$ cat config.mk
export PLATFORM = sky130hd
export DESIGN_NAME = snn_cls_sched
export DESIGN_NICKNAME = d
export VERILOG_FILES = /design/src/rtl/snn_cls_sched.sv
export SDC_FILE = /design/constraint.sdc
export NUM_CORES = 1
export LEC_CHECK = 0
export CORE_UTILIZATION = 40
export CTS_BUF_LIST = sky130_fd_sc_hd__clkbuf_16
export CTS_CLUSTER_DIAMETER = 100
export CTS_CLUSTER_SIZE = 25
export DETAILED_ROUTE_END_ITERATION = 7
export PLACE_DENSITY = 0.6
export SETUP_SLACK_MARGIN = 0.1
export SLEW_MARGIN = 30
export SYNTH_ARGS = -nofsm -noshare
export SYNTH_HDL_FRONTEND = slang
export SYNTH_SLANG_ARGS = --single-unit
$ cat constraint.sdc
create_clock -name clk -period 3.05 [get_ports clk]
set_input_delay 0.4575 -clock clk [delete_from_list [all_inputs] [get_ports clk]]
set_output_delay 0.4575 -clock clk [all_outputs]
set_load 0.02 [all_outputs]
$ cat src/rtl/snn_cls_sched.sv
// Inference-window sequencer for the classification-layer output neurons.
// Clears the counters, enables them for T_STEPS timesteps, drains the edge pipeline, then scans the potentials for the winning class.
module snn_cls_sched #(
  parameter int unsigned N_CLASS  = 2,
  parameter int unsigned CNT_W    = 3,
  parameter int unsigned T_STEPS  = 8,
  parameter int unsigned STEP_CYC = 4,
  localparam int unsigned CID_W   = (N_CLASS > 2) ? $clog2(N_CLASS) : 1,
  localparam int unsigned SW      = $clog2(T_STEPS + 1)
) (
  input  logic                     clk,
  input  logic                     rst_n,
  input  logic                     start,
  input  logic                     abort,
  input  logic [N_CLASS*CNT_W-1:0] pot_in,
  output logic                     en_u,
  output logic                     clr_u,
  output logic                     step_tick,
  output logic [SW-1:0]            step_idx,
  output logic                     busy,
  output logic                     done,
  output logic [CID_W-1:0]         class_id,
  output logic                     tie,
  output logic                     no_spike
);

  localparam int unsigned CYC_W = (STEP_CYC > 1) ? $clog2(STEP_CYC) : 1;
  localparam logic [CYC_W-1:0] CYC_LAST  = CYC_W'(STEP_CYC - 1);
  localparam logic [SW-1:0]    STEP_LAST = SW'(T_STEPS - 1);
  localparam logic [CID_W-1:0] IDX_LAST  = CID_W'(N_CLASS - 1);

  typedef enum logic [2:0] {
    S_IDLE, S_CLEAR, S_RUN, S_DRAIN, S_SCAN, S_DONE
  } state_t;

  state_t            state;
  logic [CYC_W-1:0]  cyc;
  logic [CYC_W-1:0]  cyc_nx;
  logic              drain_cnt;
  logic [CID_W-1:0]  sidx;
  logic [CID_W-1:0]  best_idx;
  logic [CID_W-1:0]  idx_nx;
  logic [CNT_W-1:0]  best;
  logic [CNT_W-1:0]  best_nx;
  logic [CNT_W-1:0]  pot_cur;
  logic              tie_r;
  logic              tie_nx;

  // Select the potential of the class currently being scanned
  always_comb begin
    pot_cur = '0;
    for (int i = 0; i < int'(N_CLASS); i++) begin
      if (sidx == CID_W'(i)) pot_cur = pot_in[i*CNT_W +: CNT_W];
    end
  end

  // One scan step: strictly greater takes over, equal keeps the lower index and flags a tie
  always_comb begin
    best_nx = best;
    idx_nx  = best_idx;
    tie_nx  = tie_r;
    if (sidx == '0 || pot_cur > best) begin
      best_nx = pot_cur;
      idx_nx  = sidx;
      tie_nx  = 1'b0;
    end else if (pot_cur == best) begin
      tie_nx  = 1'b1;
    end
  end

  assign cyc_nx = (cyc == CYC_LAST) ? '0 : cyc + CYC_W'(1);

  always_ff @(posedge clk or negedge rst_n) begin
    if (!rst_n) begin
      state     <= S_IDLE;
      cyc       <= '0;
      drain_cnt <= 1'b0;
      sidx      <= '0;
      best_idx  <= '0;
      best      <= '0;
      tie_r     <= 1'b0;
      en_u      <= 1'b0;
      clr_u     <= 1'b0;
      step_tick <= 1'b0;
      step_idx  <= '0;
      busy      <= 1'b0;
      done      <= 1'b0;
      class_id  <= '0;
      tie       <= 1'b0;
      no_spike  <= 1'b0;
    end else if (state != S_IDLE && abort) begin
      state     <= S_IDLE;
      en_u      <= 1'b0;
      clr_u     <= 1'b0;
      step_tick <= 1'b0;
      busy      <= 1'b0;
      done      <= 1'b0;
    end else begin
      case (state)
        S_IDLE: begin
          if (start && !abort) begin
            state    <= S_CLEAR;
            clr_u    <= 1'b1;
            busy     <= 1'b1;
            step_idx <= '0;
            cyc      <= '0;
          end
        end
        S_CLEAR: begin
          state     <= S_RUN;
          clr_u     <= 1'b0;
          en_u      <= 1'b1;
          cyc       <= '0;
          step_tick <= (CYC_LAST == '0);
          best      <= '0;
          best_idx  <= '0;
          sidx      <= '0;
          tie_r     <= 1'b0;
        end
        S_RUN: begin
          cyc <= cyc_nx;
          // step_tick is registered one cycle ahead so it lines up with cyc == CYC_LAST
          if (cyc == CYC_LAST) begin
            step_idx <= step_idx + SW'(1);
            if (step_idx == STEP_LAST) begin
              state     <= S_DRAIN;
              en_u      <= 1'b0;
              step_tick <= 1'b0;
              drain_cnt <= 1'b0;
            end else begin
              step_tick <= (CYC_LAST == '0);
            end
          end else begin
            step_tick <= (cyc_nx == CYC_LAST);
          end
        end
        S_DRAIN: begin
          if (drain_cnt) begin
            state <= S_SCAN;
            sidx  <= '0;
          end else begin
            drain_cnt <= 1'b1;
          end
        end
        S_SCAN: begin
          best     <= best_nx;
          best_idx <= idx_nx;
          tie_r    <= tie_nx;
          if (sidx == IDX_LAST) begin
            state    <= S_DONE;
            done     <= 1'b1;
            class_id <= idx_nx;
            tie      <= tie_nx;
            no_spike <= (best_nx == '0);
          end else begin
            sidx <= sidx + CID_W'(1);
          end
        end
        S_DONE: begin
          state <= S_IDLE;
          done  <= 1'b0;
          busy  <= 1'b0;
        end
        default: state <= S_IDLE;
      endcase
    end
  end

endmodule

==> out/qor.txt <==
outcome: finished clean
Final min period: 2.342 ns
clock skew: 0.001755 ns
Pwr Total: 1.592 mW
cell taking the most area after synthesis: dfrtp_1
crit start category: register
max cap viols: 0
worst slew pin tran: 0.6978 ns
Synth area leaders: dfrtp_1, ha_1, a22o_1, a21oi_1, o21ai_1
Slew HR: 53.48%
die area: 0.003841 mm2
Longest Clk Path Bufs: 2
Hold-fix buffers, CTS: 0
Ant. Diodes: 0
Seq cells post-synth: 24
cts bufs inserted: 3
core footprint: 0.003390 mm2
Worst Path Max Fanout: 11
CTS tree: yes
CTS root buf: clkbuf_16
Mapped Cells: 151
launching point of the worst reg2reg path: sidx$_DFFE_PN0P_
HPWL Detailed: 2.206 mm
initial antenna violation count: 0
Setup crit end kind: register
Yosys top cell area share: 41.74%
grt ovf: 0
worst setup path endpoint: best[2]$_DFFE_PN0P_
Routed Antenna Nets: 0
Arr. time, crit path: 2.49 ns
Initial DRC Count: 35
IO Port Bufs: 21
nets: 187
drt drc: 0
worst r2r path cells: 6
CTS sink cnt: 24
Lkg Pwr: 0.7536 nW
R2R Setup Slk: 0.71 ns
endpoints failing setup: 0
CP required: 3.20 ns
chip width: 61.98 um
commonest cells after routing, fill and taps aside: dfrtp_1, clkdlybuf4s50_1, nand2_1
worst-skew pair later-pin latency: 0.26 ns
level count of the clock H-tree: 1
Setup TNS Final: 0 ns
worst vdd ir: 295.2 uV
syn nets: 167
Synth async-reset ratio: 100.0%
area grow syn2layout: 23.48%
Crit Path Category: register to register
Critical path origin: sidx$_DFFE_PN0P_
Total Wirelength: 3.151 mm
Hold Crit Class: register to register
die height: 61.98 um
area of the mapped netlist: 0.001439 mm2
Main synth FF type: dfrtp_1
gr usage total: 18.57%
Fillers: 300
post-synthesis cell type count: 46
sequential element share of the synthesized area: 41.74%
Max Clock Freq: 427.0 MHz
fin. max-slew vios: 0
starting density of the core: 42.45%
Synth Area per Inst: 9.529 um2
Pwr Density: 895.8 mW/mm2
unrepaired setup endpoints after global routing: no
Post-CTS Setup Bufs: 0
routed vias/inst: 5.477
Top Ports: 22
largest net degree at the start of global routing: 25
GPL Wtd Cong: 0.7854
fin crit share: 76.79%
final hold viol count: 0
CTS resizes: 0
vias: 1183
drt wl/cell: 14.59 um
commonest non-fill, non-tap cell in the layout: dfrtp_1
vias in the first global route: 1091
Synth Warn #: 0
first-pass GRT wire length: 5.154 mm
CTS clock-pin slew for the worst setup and hold paths: 0.06 ns
drt first pass iters: 4
num rows: 21
R2R Path End: best[2]$_DFFE_PN0P_
Post-synth EDFFs: 0
fraction of layout cells with a size suffix above 1: 10.00%
## stage by stage
step	setup WS (ns)	cell area, um2	cells	hold slack [ns]	utilization (%)
floorplan	1.093	1439	151	0.1619	-
global placement	0.7189	1672	212	0.4661	49.32
detailed placement	0.6479	1672	212	0.4743	49.32
CTS	0.7451	1777	216	0.4929	52.42
global route	0.5978	1777	216	0.5034	52.42
finish	0.7080	1777	216	0.4836	52.42
## report_power, final
part / leakage (nW) / internal, mW / switching (mW) / total [mW]
Combinational: 0.387 / 0.297 / 0.335 / 0.632
Sequential: 0.316 / 0.415 / 0.165 / 0.580
Clock: 0.0511 / 0.261 / 0.119 / 0.380
Total: 0.754 / 0.972 / 0.619 / 1.59
## critical path, stage by stage (launching register included)
cell,delay [ns]
dfrtp_1,0.64
mux2_2,0.43
ha_1,0.33
a21oi_1,0.25
a21o_1,0.22
a21oi_1,0.10
a22o_1,0.26
## metal layers
layer | share of wire (%) | GRT usage (%) | vias up
li1 | - | - | 588
met2 | 49 | 29.33 | 16
met1 | 47 | 24.81 | 576
met4 | 0.98 | 6.349 | 0
met5 | 0 | 0 | -
met3 | 3.1 | 4.555 | 3
## area by class of cell
class | count | area [um2] | share of cell area, %
multi-input cells | 111 | 762.0 | 42.89
flip-flops and latches | 24 | 600.6 | 33.80
repair buffers | 22 | 217.7 | 12.25
clock buffers | 3 | 75.07 | 4.225
well taps | 46 | 57.56 | 3.239
inverters | 9 | 33.78 | 1.901
clock inverters | 1 | 30.03 | 1.690
## registers in the layout, indices dropped and copies added (netlist names), 2 cells and up
| register | cells |
|---|---|
| best | 3 |
| cyc | 2 |
| state | 3 |
| step_idx | 4 |
## synthesized netlist by cell type (3+ instances only)
| library cell | count |
|---|---|
| dfrtp_1 | 24 |
| nand2_1 | 12 |
| a21oi_1 | 10 |
| o21ai_1 | 9 |
| nor2_1 | 8 |
| a22o_1 | 6 |
| ha_1 | 6 |
| inv_1 | 6 |
| o21ai_0 | 6 |
| nand2b_1 | 5 |
| buf_2 | 4 |
| mux2_1 | 4 |
| nand3_1 | 4 |
| nor3_1 | 4 |
| inv_2 | 3 |
| mux2i_1 | 3 |
## kinds of logic after synthesis
| family | Yosys count | synth area share [%] |
|---|---|---|
| fa+ha+maj | 6 | 5.217 |
| simple gates | 46 | 18.26 |
| flops | 24 | 41.74 |
| xor+xnor | 1 | 0.6088 |
| buf+inv | 16 | 5.304 |
| compound gates | 49 | 22.09 |
| mux | 9 | 6.782 |
## how the worst min path moves through the flow
stage	from	to	cells after the start
2_1_floorplan	rst_n	best[0]$_DFFE_PN0P_	0
3_3_place_gp	no_spike$_DFFE_PN0P_	no_spike$_DFFE_PN0P_	2
3_5_place_dp	no_spike$_DFFE_PN0P_	no_spike$_DFFE_PN0P_	2
4_1_cts	class_id$_DFFE_PN0P_	class_id$_DFFE_PN0P_	2
5_1_grt	no_spike$_DFFE_PN0P_	no_spike$_DFFE_PN0P_	2
6_report	class_id$_DFFE_PN0P_	class_id$_DFFE_PN0P_	2
No activity file was read; power rests on OpenSTA's default activity.
